==> config.mk <==
export PLATFORM = sky130hd
export DESIGN_NAME = adsr_voice_alloc
export DESIGN_NICKNAME = d
export VERILOG_FILES = /design/src/rtl/adsr_pkg.sv /design/src/rtl/adsr_voice_alloc_voice_pick.sv /design/src/rtl/adsr_voice_alloc.sv
export SDC_FILE = /design/constraint.sdc
export NUM_CORES = 1
export LEC_CHECK = 0
export CELL_PAD_IN_SITES_DETAIL_PLACEMENT = 0
export CELL_PAD_IN_SITES_GLOBAL_PLACEMENT = 2
export CORE_MARGIN = 2
export CORE_UTILIZATION = 36
export CTS_BUF_LIST = sky130_fd_sc_hd__clkbuf_8
export DETAILED_ROUTE_END_ITERATION = 10
export PLACE_DENSITY_LB_ADDON = 0.08
export SETUP_SLACK_MARGIN = 0.1
export SLEW_MARGIN = 20
export SYNTH_ARGS = -nofsm -noshare
export SYNTH_HDL_FRONTEND = slang
export SYNTH_HIERARCHICAL = 1
export SYNTH_SLANG_ARGS = --single-unit
==> constraint.sdc <==
create_clock -name clk -period 5.3 [get_ports clk]
set_input_delay 0.53 -clock clk [delete_from_list [all_inputs] [get_ports clk]]
set_output_delay 0.53 -clock clk [all_outputs]
set_load 0.03 [all_outputs]
==> src/rtl/adsr_pkg.sv <==
//------------------------------------------------------------------------------
// Module  : adsr_pkg
// Brief   : Shared sizes and FSM state type for the ADSR voice allocator.
// Revision: 1.0
//------------------------------------------------------------------------------
`timescale 1ns/1ps
`default_nettype none

package adsr_pkg;

  localparam int NUM_VOICES  = 4;
  localparam int VOICE_IDX_W = 2;
  localparam int NOTE_W      = 7;
  localparam int STEAL_W     = 16;

  typedef enum logic [1:0] {
    ST_IDLE      = 2'd0,
    ST_KILL      = 2'd1,
    ST_WAIT_FREE = 2'd2,
    ST_START     = 2'd3
  } state_t;

endpackage

`default_nettype wire

==> src/rtl/adsr_voice_alloc_voice_pick.sv <==
//------------------------------------------------------------------------------
// Module  : voice_pick
// Brief   : Combinational lowest-index picker over a free-voice mask.
// Revision: 1.0
//------------------------------------------------------------------------------
`timescale 1ns/1ps
`default_nettype none

module voice_pick
  import adsr_pkg::*;
(
  input  logic [NUM_VOICES-1:0]  i_free,
  output logic [VOICE_IDX_W-1:0] o_idx,
  output logic                   o_found
);

  // Scan downward so the last hit is the lowest set index.
  always_comb begin
    o_idx   = '0;
    o_found = 1'b0;
    for (int i = NUM_VOICES - 1; i >= 0; i--) begin
      if (i_free[i]) begin
        o_idx   = VOICE_IDX_W'(i);
        o_found = 1'b1;
      end
    end
  end

endmodule

`default_nettype wire

==> src/rtl/adsr_voice_alloc.sv <==
//------------------------------------------------------------------------------
// Module  : adsr_voice_alloc
// Brief   : Note-on voice allocator with LRU voice stealing for four ADSR voices.
// Revision: 1.0
//------------------------------------------------------------------------------
`timescale 1ns/1ps
`default_nettype none

module adsr_voice_alloc
  import adsr_pkg::*;
(
  input  logic                         clk,
  input  logic                         reset_n,
  input  logic                         req_valid,
  input  logic [NOTE_W-1:0]            req_note,
  output logic                         req_ready,
  input  logic [NUM_VOICES-1:0]        voice_busy,
  output logic [NUM_VOICES-1:0]        voice_start,
  output logic [NUM_VOICES-1:0]        voice_kill,
  output logic [NUM_VOICES*NOTE_W-1:0] voice_note,
  output logic [STEAL_W-1:0]           steal_count
);

  state_t                   r_state;
  state_t                   w_state_nxt;
  logic [VOICE_IDX_W-1:0]   r_sel;
  logic [VOICE_IDX_W-1:0]   w_sel_nxt;
  logic [NUM_VOICES-1:0]    r_pend;
  logic [VOICE_IDX_W-1:0]   r_lru     [NUM_VOICES];
  logic [VOICE_IDX_W-1:0]   w_lru_mru [NUM_VOICES];
  logic [NUM_VOICES-1:0]    w_free;
  logic [VOICE_IDX_W-1:0]   w_free_idx;
  logic                     w_free_found;
  logic                     w_ready_nxt;
  logic [NUM_VOICES-1:0]    w_start_nxt;
  logic [NUM_VOICES-1:0]    w_kill_nxt;
  logic                     r_req_ready;
  logic [NUM_VOICES-1:0]    r_voice_start;
  logic [NUM_VOICES-1:0]    r_voice_kill;
  logic [NUM_VOICES*NOTE_W-1:0] r_notes;
  logic [STEAL_W-1:0]       r_steal;

  // A voice counts as allocated from its start pulse until busy is seen.
  assign w_free = ~(voice_busy | r_pend);

  voice_pick u_pick (
    .i_free  (w_free),
    .o_idx   (w_free_idx),
    .o_found (w_free_found)
  );

  always_ff @(posedge clk or posedge reset_n) begin
    if (reset_n) begin
      r_state <= ST_IDLE;
      r_sel   <= '0;
    end else begin
      r_state <= w_state_nxt;
      r_sel   <= w_sel_nxt;
    end
  end

  always_comb begin
    w_state_nxt = r_state;
    w_sel_nxt   = r_sel;
    case (r_state)
      ST_IDLE: begin
        if (req_valid) begin
          if (w_free_found) begin
            w_sel_nxt   = w_free_idx;
            w_state_nxt = ST_START;
          end else begin
            w_sel_nxt   = r_lru[0];
            w_state_nxt = ST_KILL;
          end
        end
      end
      ST_KILL:      w_state_nxt = ST_WAIT_FREE;
      ST_WAIT_FREE: if (!voice_busy[r_sel]) w_state_nxt = ST_START;
      ST_START:     w_state_nxt = ST_IDLE;
      default:      w_state_nxt = ST_IDLE;
    endcase
  end

  // Outputs are decoded from the next state so the pulses land registered.
  always_comb begin
    w_ready_nxt = 1'b0;
    w_start_nxt = '0;
    w_kill_nxt  = '0;
    case (w_state_nxt)
      ST_KILL:  w_kill_nxt = NUM_VOICES'(1) << w_sel_nxt;
      ST_START: begin
        w_ready_nxt = 1'b1;
        w_start_nxt = NUM_VOICES'(1) << w_sel_nxt;
      end
      default: ;
    endcase
  end

  // Index 0 is LRU; the chosen voice moves to the top, entries above it slide down.
  always_comb begin
    logic w_passed;
    w_passed = 1'b0;
    for (int i = 0; i < NUM_VOICES - 1; i++) begin
      if (r_lru[i] == w_sel_nxt) w_passed = 1'b1;
      w_lru_mru[i] = w_passed ? r_lru[i+1] : r_lru[i];
    end
    w_lru_mru[NUM_VOICES-1] = w_sel_nxt;
  end

  always_ff @(posedge clk or posedge reset_n) begin
    if (reset_n) begin
      r_req_ready   <= 1'b0;
      r_voice_start <= '0;
      r_voice_kill  <= '0;
      r_pend        <= '0;
      r_notes       <= '0;
      r_steal       <= '0;
      for (int i = 0; i < NUM_VOICES; i++) r_lru[i] <= VOICE_IDX_W'(i);
    end else begin
      r_req_ready   <= w_ready_nxt;
      r_voice_start <= w_start_nxt;
      r_voice_kill  <= w_kill_nxt;
      r_pend        <= ((r_pend & ~voice_busy) | r_voice_start) & ~r_voice_kill;
      if ((w_kill_nxt != '0) && (r_steal != {STEAL_W{1'b1}}))
        r_steal <= r_steal + STEAL_W'(1);
      if (w_start_nxt != '0) begin
        r_notes[w_sel_nxt*NOTE_W +: NOTE_W] <= req_note;
        r_lru <= w_lru_mru;
      end
    end
  end

  assign req_ready   = r_req_ready;
  assign voice_start = r_voice_start;
  assign voice_kill  = r_voice_kill;
  assign voice_note  = r_notes;
  assign steal_count = r_steal;

endmodule

`default_nettype wire

# Word-level counts from Yosys, hierarchy flattened

Index checks and enable logic that the tools add are counted.

Magnitude comparators: 1
Multiply operators: 1
Shifts and indexed selects: 3
Reduce and logical (&&, ||, !) cells: 7
Multiplexer cells: 24
Equality and inequality tests: 9
Bitwise logic cells: 7
$add $sub $neg: 2

Operators with widths:

| cell                                                                         | number |
|---|---|
| 5-bit negator with 34-bit output                                             | 1 |
| 7-bit by 34-bit variable shift with 28-bit output, first input constant      | 1 |
| 7-bit by 34-bit indexed part select with 28-bit output                       | 1 |
| 28-bit bitwise mux                                                           | 1 |
| 2-bit two-way mux                                                            | 10 |
| 16-bit by 1-bit adder with 16-bit output, second input constant              | 1 |
| 16-bit inequality test, second input constant                                | 1 |
| 4-bit NOT                                                                    | 3 |
| 1-bit two-way mux                                                            | 9 |
| 4-bit bitwise AND                                                            | 2 |
| 4-bit two-way mux                                                            | 2 |
| 4-bit bitwise OR                                                             | 2 |
| 2-bit case mux with 4 select lines                                           | 1 |
| 4-bit nonzero test                                                           | 2 |
| 2-bit equality test                                                          | 3 |
| 2-bit equality test, second input constant                                   | 3 |
| 2-bit AND reduction                                                          | 3 |
| 2-bit by 3-bit multiplier with 5-bit output, second input constant           | 1 |
| 2-bit by 1-bit equality test with 1-bit output, second input constant        | 2 |
| 1-bit by 2-bit << shifter with 4-bit output, first input constant            | 1 |
| 2-bit by 3-bit less-than comparator with 1-bit output, second input constant | 1 |
| 1-bit binary-select mux with 2-bit select                                    | 1 |
| 2-bit zero test                                                              | 1 |
| 1-bit logical AND                                                            | 1 |

Logic and storage cells: 66
Input port bits: 14
Output and inout bits: 53
Flip-flop bits (word level): 69

# Longest topological paths before layout

Gate-level depths: netlist of the first run.

Depth in word-level cells: 14
Mapped depth: 13
Depth with buffers taken out: 12

# Cells and area by module

Netlist of the first run, hierarchy kept.

By module, submodules not included:

| module           | instances | area each (µm²) | cells an instance | sequential area each (µm²) |
|---|---|---|---|---|
| adsr_voice_alloc | 1         | 3,363.2         | 330               | 1,731.7 |
| voice_pick       | 1         | 35.0            | 7                 | 0.0 |

# Least setup slack after synthesis of the first run

Ideal clock, no wire load.

Path kind: input -> register
Start: in voice_busy[0]
End: reg r_lru[5] in the netlist's numbering
Data arrival time: 3.092 ns
Library setup time: 0.125 ns
Stages: 12
Path buffers: 0
Data required time: 5.175 ns
Setup slack: 2.084 ns
Cell sequence: nor2_1 nor2_1 nand2_1 mux2i_1 a31o_2 inv_1 ha_1 nor4_1 a31oi_2 and3_2 o21ai_0 mux2_2

RTL lines:

| element                | RTL line                | RTL |
|---|---|---|
| start: declaration     | adsr_voice_alloc.sv:17  | `input logic [NUM_VOICES-1:0] voice_busy,` |
| end signal: assignment | adsr_voice_alloc.sv:128 | `r_lru <= w_lru_mru;` |
| end: declaration       | adsr_voice_alloc.sv:29  | `logic [VOICE_IDX_W-1:0] r_lru [NUM_VOICES];` |

==> flow_summary.yaml, run 1 <==
power_and_ir_drop:
  p_per_area_nw_per_um2: 588
  power_uw: 2590
  leakagePower_uw: 0.00194
  ir_drop_uv: 278
finish:
  antennaDiodeCount: 0
  postLayoutCoreUtil_pct: 47.9
  drive_gt1_share_pct: 11.5
  final_common_cell: "nand2_1"
  seq_area_sq_um: 1730
  area_growth_pct: 29.5
  finalNetCount: 431
  most-common-layout-cells: "nand2_1 (69), clkdlybuf4s50_1 (66), dfrtp_1 (65)"
  fin_area_sq_um: 4400
  nFillCells: 885
  multi_input_area_sq_um: 1560
worst_setup_path:
  worstSetupPathType: "primary input to register"
  crit_path_frequent_cell: "nor2_1"
  slowest_stage: "clkdlybuf4s50_1"
  cp.required_ps: 5530
  crit_arrival_ps: 4060
  critPathTopFamily: "simple AND/OR/NAND/NOR gates"
  crit_fanout: 10
  end_kind: "register"
  crit_path_cell_trace: "clkdlybuf4s50_1, nor2_1, nor2_1, nand2_1, mux2i_1, a31o_2, inv_1, ha_1, nor4_1, a31oi_2, and3_2, o21ai_0, mux2_2"
  crit_path_max_incr_delay_ps: 440
  crit_path_start_kind: "primary input"
  critPathBufInv: 2
global_route:
  track_usage_pct: 17.0
  grt_pass1_vias: 2608
  antenna_found_initial: 0
  grt_pass1_wl_microns: 13500
  grt_overflow: 0
  grt_max_degree: 70
routing:
  firstDrtPassIters: 4
  wirelength_microns: 7950
  drc: 0
  wl_per_cell_microns: 15.3
  vias_per_cell: 4.88
  antenna_left: 0
  drtIter0Drc: 76
  vias: 2545
placed_design:
  pre_cts_ws_ps: 1120
  finalWeightedCongestion: 0.781
  portBuffers: 66
  dp_hpwl_microns: 5570
  dpl_cell_area_sq_um: 4140
yosys:
  yosys_register_bits: 69
  yosysSeqAreaShare_pct: 51.0
  synthXorXnorAreaFrac_pct: 5.93
  syn-num-nets: 363
  synthMuxAreaShare_pct: 3.98
  synthSimpleGateAreaFrac_pct: 21.6
  synth_top_family_by_area: "simple AND/OR/NAND/NOR gates"
  yosysUniqueCellTypes: 47
  syn_area_sq_um: 3400
  async_reset_ff_share_pct: 100
  synth_edf_count: 0
  synth_compound_gate_area_share_pct: 10.0
  synth_cells: 337
  yosys_most_used_dff: "dfrtp_1"
  synthAdderAreaFrac_pct: 4.42
  yosysWarnings: 6
  synth_area_per_cell_sq_um: 10.1
floorplanning:
  num_rows: 35
  dieArea_sq_um: 10200
  start_util_pct: 37.0
  ios: 67
  dieWidth_microns: 101
  core-area_sq_um: 9200
  die-height_microns: 101
clocking:
  cts.sinks: 69
  cts.clk_slew.worst_paths_ps: 80
  tritoncts: "done"
  cts_resized: 0
  cts_buffer_depth: 2
  insertion_delay_ps: 340
  cts_made_buffers: 9
  cts_hold_buf: 0
  cts_root_buf: "clkbuf_8"
  cts_setup_buffers: 0
  htreeDepth: 3
timing:
  fin_crit_ps: 3830
  timing.final.ws_setup_ps: 1470
  rsz0062_at_grt: "false"
  fin_crit_sh_pct: 72.3
  tightest_slew_ps: 880
  setup-tns-final_ps: 0
  max-slew-margin-rel_pct: 41.3
  hold_viol_final: 0
  slew_violations: 0
  finalSetupViolCount: 0
  fin_skew_ps: 8.57
  fmax_mhz: 261
worst_hold_path:
  hp-class: "register to register"
flow_run:
  drv_cap: 0
status:
  status: "completed"
## registers in the layout (all words and copies together), names as in the netlist
name	count
voice_start	4
voice_note	28
req_ready	1
r_pend	4
r_lru	8
steal_count	16
r_state	2
r_sel	2
voice_kill	4
## cell type report
class | count | area share [%]
clock buffer | 11 | 3.44
clock inverter | 5 | 2.42
inverter | 12 | 1.02
multi-input combinational | 246 | 35.4
sequential | 69 | 39.3
tap | 111 | 3.16
timing repair buffer | 67 | 15.2
## per-layer routing
layer,track usage [%],up-vias,share of wire [%]
li1,-,1284,-
met1,24.0,1209,49
met2,25.2,46,45
met3,5.24,6,5.2
met4,4.99,0,0.91
met5,0,-,0
## power breakdown
group          internal (uW)  leakage, uW  switching [uW]  total (uW)
registers                684     0.000920             130         813
logic                    473     0.000891             761        1230
clock network            339     0.000126             201         540
total                   1500      0.00194            1090        2590
## cells in the mapped netlist, drive strengths merged (2+ instances only)
| master | count | area share (%) |
|---|---|---|
| nand2 | 69 | 7.6 |
| dfrtp | 65 | 48 |
| o21ai | 31 | 4.6 |
| nor2 | 18 | 2.0 |
| xor2 | 14 | 3.6 |
| ha | 12 | 4.4 |
| inv | 12 | 1.3 |
| nand3 | 12 | 1.8 |
| a21oi | 9 | 1.4 |
| and2 | 9 | 1.7 |
| mux2 | 9 | 3.1 |
| nor3 | 9 | 1.5 |
| xnor2 | 9 | 2.3 |
| nor4 | 8 | 2.2 |
| clkbuf | 6 | 0.77 |
| nand4 | 6 | 1.1 |
| buf | 4 | 1.0 |
| dfstp | 4 | 3.1 |
| mux2i | 3 | 0.88 |
| nor3b | 3 | 0.66 |
| nor4b | 3 | 0.96 |
| o31ai | 3 | 0.66 |
| a31oi | 2 | 0.55 |
| and3 | 2 | 0.44 |
| nand2b | 2 | 0.37 |
## logic make-up after synthesis
family	Yosys count
buffers and inverters	22
multiplexers	12
AND/OR/NAND/NOR	145
XOR/XNOR	23
AO/OA/AOI/OAI	54
flip-flops	69
adder cells (fa/ha/maj)	12
## metrics by stage
stage | hold slack [ps] | cells
4_1_cts | 439 | 521
6_report | 432 | 521
5_1_grt | 451 | 521
2_1_floorplan | 459 | 337
3_5_place_dp | 426 | 505
3_3_place_gp | 413 | 505
## final timing paths
kind | slack (ps) | end | from | depth (start not counted)
min in group asynchronous | 770 | voice_kill[2] | reset_n | 3
setup / recovery | 1470 | r_lru[5] | voice_busy[0] | 13
hold reg to reg | 430 | r_pend[2] | voice_kill[2] | 1
hold / removal | 430 | r_pend[2] | voice_kill[2] | 1
max in group asynchronous | 3960 | voice_note[4] | reset_n | 3
setup reg to reg | 1750 | r_lru[5] | r_pend[0] | 12
Power figures use the tool's default switching activity.
==> run 2: changes to the inputs <==
--- a/config.mk
+++ b/config.mk
@@ -8,7 +8,7 @@
 export CELL_PAD_IN_SITES_DETAIL_PLACEMENT = 0
 export CELL_PAD_IN_SITES_GLOBAL_PLACEMENT = 2
 export CORE_MARGIN = 2
-export CORE_UTILIZATION = 36
+export CORE_UTILIZATION = 30
 export CTS_BUF_LIST = sky130_fd_sc_hd__clkbuf_8
 export DETAILED_ROUTE_END_ITERATION = 10
 export PLACE_DENSITY_LB_ADDON = 0.08
==> constraint.sdc (replaced) <==
create_clock -name clk -period 3.11 [get_ports clk]
set_input_delay 0.311 -clock clk [delete_from_list [all_inputs] [get_ports clk]]
set_output_delay 0.311 -clock clk [all_outputs]
set_load 0.03 [all_outputs]
==> run 2 against run 1 <==
Compared with the run above: clock skew increased by 4.9 ps; critical path depth unchanged; final cell count grew 12%; routed wire length increased by 8.4%; clock-buffer cell count decreased by 1; non-clock buffer count up 35; critical endpoint unchanged.
==> flow_summary.yaml, run 2 (synthesized netlist as in run 1, its figures left out) <==
power_and_ir_drop:
  power_uw: 4830
  p_per_area_nw_per_um2: 1000
  leakagePower_uw: 0.00213
  ir_drop_uv: 395
placed_design:
  portBuffers: 66
  finalWeightedCongestion: 0.768
  dp_hpwl_microns: 6240
  dpl_cell_area_sq_um: 4510
  pre_cts_ws_ps: -166
  placedCellCount: 569
worst_setup_path:
  cp.required_ps: 3340
  r2r_slack_ps: 290
  crit_arrival_ps: 3060
  rr_startpoint: "r_pend[3]"
  worstSetupPathType: "primary input to register"
  r2r_end: "r_lru[5]"
  critPathBufInv: 2
  critPathTopFamily: "simple AND/OR/NAND/NOR gates"
  startpoint: "voice_busy[1]"
  crit_path_frequent_cell: "nor2_1"
  cp.depth: 13
  ff2ff_path_depth: 12
  crit_path_cell_trace: "clkdlybuf4s50_1, nor2_1, nor2_1, nand2_2, mux2i_2, a31o_2, inv_2, ha_2, nor4_2, a31oi_2, and3_2, o21ai_0, mux2_2"
  crit_path_max_incr_delay_ps: 430
  crit_fanout: 4
  slowest_stage: "clkdlybuf4s50_1"
  setup.worst_path.end: "r_lru[5]"
  end_kind: "register"
  crit_path_start_kind: "primary input"
global_route:
  grt_overflow: 0
  antenna_found_initial: 0
  grt_pass1_vias: 2758
  grt_max_degree: 41
  track_usage_pct: 14.6
  grt_pass1_wl_microns: 14300
routing:
  wirelength_microns: 8620
  wl_per_cell_microns: 14.7
  vias_per_cell: 4.58
  vias: 2677
  drtIter0Drc: 95
  firstDrtPassIters: 4
  drc: 0
  antenna_left: 0
clocking:
  cts_hold_buf: 0
  cts.sinks: 69
  htreeDepth: 3
  tritoncts: "done"
  cts_root_buf: "clkbuf_8"
  insertion_delay_ps: 350
  cts.clk_slew.worst_paths_ps: 80
  cts_buffer_depth: 2
  cts_made_buffers: 9
timing:
  fin_crit_sh_pct: 91.1
  fin_crit_ps: 2830
  tightest_slew_ps: 724
  max-slew-margin-rel_pct: 51.4
  fmax_mhz: 353
  hold_viol_final: 0
  finalSetupViolCount: 0
  slew_violations: 0
  rsz0062_at_grt: "false"
  fin_skew_ps: 13.5
  timing.final.ws_setup_ps: 276
finish:
  finalNetCount: 466
  antennaDiodeCount: 0
  largest_reg_flops: 28
  postLayoutCoreUtil_pct: 44.0
  final_common_cell: "nand2_1"
  fin_cells: 585
  most-common-layout-cells: "nand2_1 (68), clkdlybuf4s50_1 (66), dfrtp_1 (65)"
  fin_area_sq_um: 4810
  drive_gt1_share_pct: 21.1
  area_growth_pct: 41.5
  nFillCells: 1103
floorplanning:
  dieArea_sq_um: 12200
  dieWidth_microns: 110
  die-height_microns: 110
  core-area_sq_um: 10900
  start_util_pct: 31.1
  num_rows: 38
  ios: 67
worst_hold_path:
  hp-class: "primary input to async pin"
flow_run:
  drv_cap: 0
status:
  status: "completed"
run 2: cell count changes in the layout (fill, tap and decap cells not counted), sizes merged:
| cell | change |
|---|---|
| buf | +35 |
| clkinv | -1 |
| inv | +2 |
| clkbuf | -1 |
run 2: routing by layer:
metal	routed length, microns	share of wire [%]	vias to the layer above	global-route usage, %
li1	-	-	1359	-
met1	4030	47	1268	18.9
met2	4140	48	43	23.8
met3	322	3.7	7	3.73
met4	122	1.4	0	5.00
met5	0	0	-	0
run 2: per-stage QoR:
| stage | TNS, ps | hold WS, ps |
|---|---|---|
| 6_report | 0 | 379 |
| 5_1_grt | 0 | 427 |
| 4_1_cts | 0 | 401 |
| 3_5_place_dp | -1480 | 424 |
| 3_3_place_gp | -273 | 416 |
| 2_1_floorplan | 0 | 447 |
run 2: area by class of cell:
| class | count | area (sq um) | area share (%) |
|---|---|---|---|
| flip-flops and latches | 69 | 1730 | 36.0 |
| inverters | 12 | 45.0 | 0.937 |
| well taps | 140 | 175 | 3.64 |
| multi-input cells | 246 | 1610 | 33.5 |
| clock buffers | 10 | 138 | 2.86 |
| clock inverters | 6 | 110 | 2.29 |
| repair buffers | 102 | 997 | 20.7 |
run 2: worst min-delay path by stage:
stage,start,end,depth (start not counted)
CTS,reset_n,r_pend[3],2
detailed placement,voice_kill[0],r_pend[0],1
floorplan,req_note[0],voice_note[0],2
global placement,voice_kill[3],r_pend[3],1
finish,reset_n,r_pend[2],2
global route,reset_n,r_pend[2],2
run 2: report_power, final:
| part | total (uW) | internal, uW | leakage [uW] | switching (uW) |
|---|---|---|---|---|
| clock | 927 | 555 | 0.000124 | 372 |
| sequential | 1370 | 1160 | 0.000920 | 201 |
| combinational | 2540 | 1120 | 0.00108 | 1410 |
run 2: worst register-to-register path: cells and delay by family (launching register included):
kind | cells | cell delay [ps]
buffers and inverters | 1 | 120
AND/OR/NAND/NOR | 4 | 800
adder cells (fa/ha/maj) | 1 | 230
AO/OA/AOI/OAI | 4 | 700
multiplexers | 2 | 470
flip-flops | 1 | 400
run 2: timing repair:
item,CTS,global route
endpoints found under the hold margin,0,0
gates resized for setup,0,14
buffers inserted,0,0
endpoints found under the setup margin,0,21
==> run 3: changes to the inputs <==
--- a/config.mk
+++ b/config.mk
@@ -12,6 +12,7 @@
 export CTS_BUF_LIST = sky130_fd_sc_hd__clkbuf_8
 export DETAILED_ROUTE_END_ITERATION = 10
 export PLACE_DENSITY_LB_ADDON = 0.08
+export RECOVER_POWER = 25
 export SETUP_SLACK_MARGIN = 0.1
 export SLEW_MARGIN = 20
 export SYNTH_ARGS = -nofsm -noshare
==> run 3 against run 2 <==
Compared with the run above: clock power hardly changed; register-to-register slack about the same; non-clock buffer count did not move; final area down 0.31%; global-route usage unchanged; clock-buffer cell count unchanged.
==> flow_summary.yaml, run 3 (synthesized netlist as in run 1, its figures left out) <==
status:
  status: "completed"
routing:
  wirelength_microns: 8570
  antenna_left: 0
  vias_per_cell: 4.58
  firstDrtPassIters: 4
  drtIter0Drc: 95
  vias: 2679
  drc: 0
  wl_per_cell_microns: 14.7
timing:
  rsz0062_at_grt: "false"
  finalSetupViolCount: 0
  tightest_slew_ps: 1160
  fin_crit_ps: 2910
  max-slew-margin-rel_pct: 22.5
  slew_violations: 0
  fin_crit_sh_pct: 93.7
  fin_skew_ps: 13.6
  hold_viol_final: 0
  fmax_mhz: 343
floorplanning:
  num_rows: 38
  dieWidth_microns: 110
  start_util_pct: 31.1
  ios: 67
  core-area_sq_um: 10900
  dieArea_sq_um: 12200
  die-height_microns: 110
worst_setup_path:
  ff2ff_path_depth: 12
  crit_path_max_incr_delay_ps: 560
  slowest_stage: "dlygate4sd3_1"
  rr_startpoint: "r_pend[3]"
  worstSetupPathType: "primary input to register"
  crit_arrival_ps: 3140
  end_kind: "register"
  r2r_end: "r_lru[5]"
  crit_path_start_kind: "primary input"
  r2r_slack_ps: 290
  crit_fanout: 4
  crit_path_cell_trace: "dlygate4sd3_1, nor2_1, nor2_2, nand2_2, mux2i_2, a31o_2, inv_2, ha_2, nor4_2, a31oi_2, and3_2, o21ai_0, mux2_2"
  cp.required_ps: 3330
clocking:
  insertion_delay_ps: 350
  cts_resized: 0
  cts_setup_buffers: 0
  cts.clk_slew.worst_paths_ps: 80
  cts.sinks: 69
  tritoncts: "done"
  cts_hold_buf: 0
  cts_buffer_depth: 2
  cts_root_buf: "clkbuf_8"
  htreeDepth: 3
  cts_made_buffers: 9
finish:
  nFillCells: 1105
  antennaDiodeCount: 0
  fin_area_sq_um: 4790
  finalNetCount: 466
  area_growth_pct: 41.1
  largest_reg_flops: 28
  most-common-layout-cells: "nand2_1 (68), dfrtp_1 (65), clkdlybuf4s50_1 (64)"
  final_common_cell: "nand2_1"
  drive_gt1_share_pct: 20.9
power_and_ir_drop:
  power_uw: 4820
  p_per_area_nw_per_um2: 1010
  ir_drop_uv: 395
  leakagePower_uw: 0.00212
flow_run:
  drv_cap: 0
placed_design:
  portBuffers: 66
  finalWeightedCongestion: 0.768
  dp_hpwl_microns: 6240
  dpl_cell_area_sq_um: 4510
global_route:
  grt_pass1_wl_microns: 14300
  grt_max_degree: 41
  grt_overflow: 0
  track_usage_pct: 14.6
  grt_pass1_vias: 2758
  antenna_found_initial: 0
worst_hold_path:
  hold_end: "r_pend[0]"
  min-delay-start: "voice_kill[0]"
  hp-class: "register to register"
  min_path_cells: 1
-- run 3: cell count changes in the layout (fill, tap and decap cells not counted), sizes merged --
cell / previous run / this run
dlygate4sd3: 0 / 2
clkdlybuf4s50: 66 / 64
buf: 36 / 35
clkbuf: 10 / 11
-- run 3: critical path, delay by kind of cell --
kind,cells,cell delay (ps)
AND/OR/NAND/NOR,5,930
buffers and inverters,2,630
multiplexers,2,610
AO/OA/AOI/OAI,3,470
adder cells (fa/ha/maj),1,190
-- run 3: how the worst max path moves through the flow --
stage	from	slack [ps]	depth (start not counted)	end
global route	voice_busy[2]	60	15	r_lru[6]
global placement	voice_busy[0]	-80	13	r_lru[5]
floorplan	r_pend[0]	110	12	r_lru[5]
CTS	voice_busy[1]	190	13	r_lru[5]
finish	voice_busy[2]	200	13	r_lru[5]
detailed placement	voice_busy[1]	-170	13	r_lru[5]
-- run 3: power by group --
| group | switching [uW] | internal (uW) |
|---|---|---|
| clock network | 371 | 555 |
| logic | 1410 | 1120 |
| registers | 202 | 1160 |
| total | 1980 | 2840 |
-- run 3: stage by stage --
stage          hold WS [ps]  instances  TNS, ps  worst slack, ps  util (%)
4_1_cts                 401        585        0              192      43.5
3_3_place_gp            416        569     -273            -78.2      41.2
2_1_floorplan           447        337        0              106         -
5_1_grt                 460        585        0             59.6      43.8
6_report                429        585        0              197      43.8
3_5_place_dp            424        569    -1480             -166      41.2
-- run 3: cell type report --
class / instances / area [sq um] / area share [%]
Timing Repair Buffer: 102 / 982 / 20.5
Clock buffer: 10 / 138 / 2.87
Clock inverter: 6 / 110 / 2.30
Tap cell: 140 / 175 / 3.65
Sequential cell: 69 / 1730 / 36.1
Multi-Input combinational cell: 246 / 1610 / 33.6
Inverter: 12 / 45.0 / 0.939
-- run 3: per-layer routing --
metal	GRT usage, %	part of all wire, %	vias up
li1	-	-	1359
met1	18.9	47	1268
met2	23.8	48	44
met3	3.73	3.8	8
met4	5.00	1.5	0
met5	0	0	-
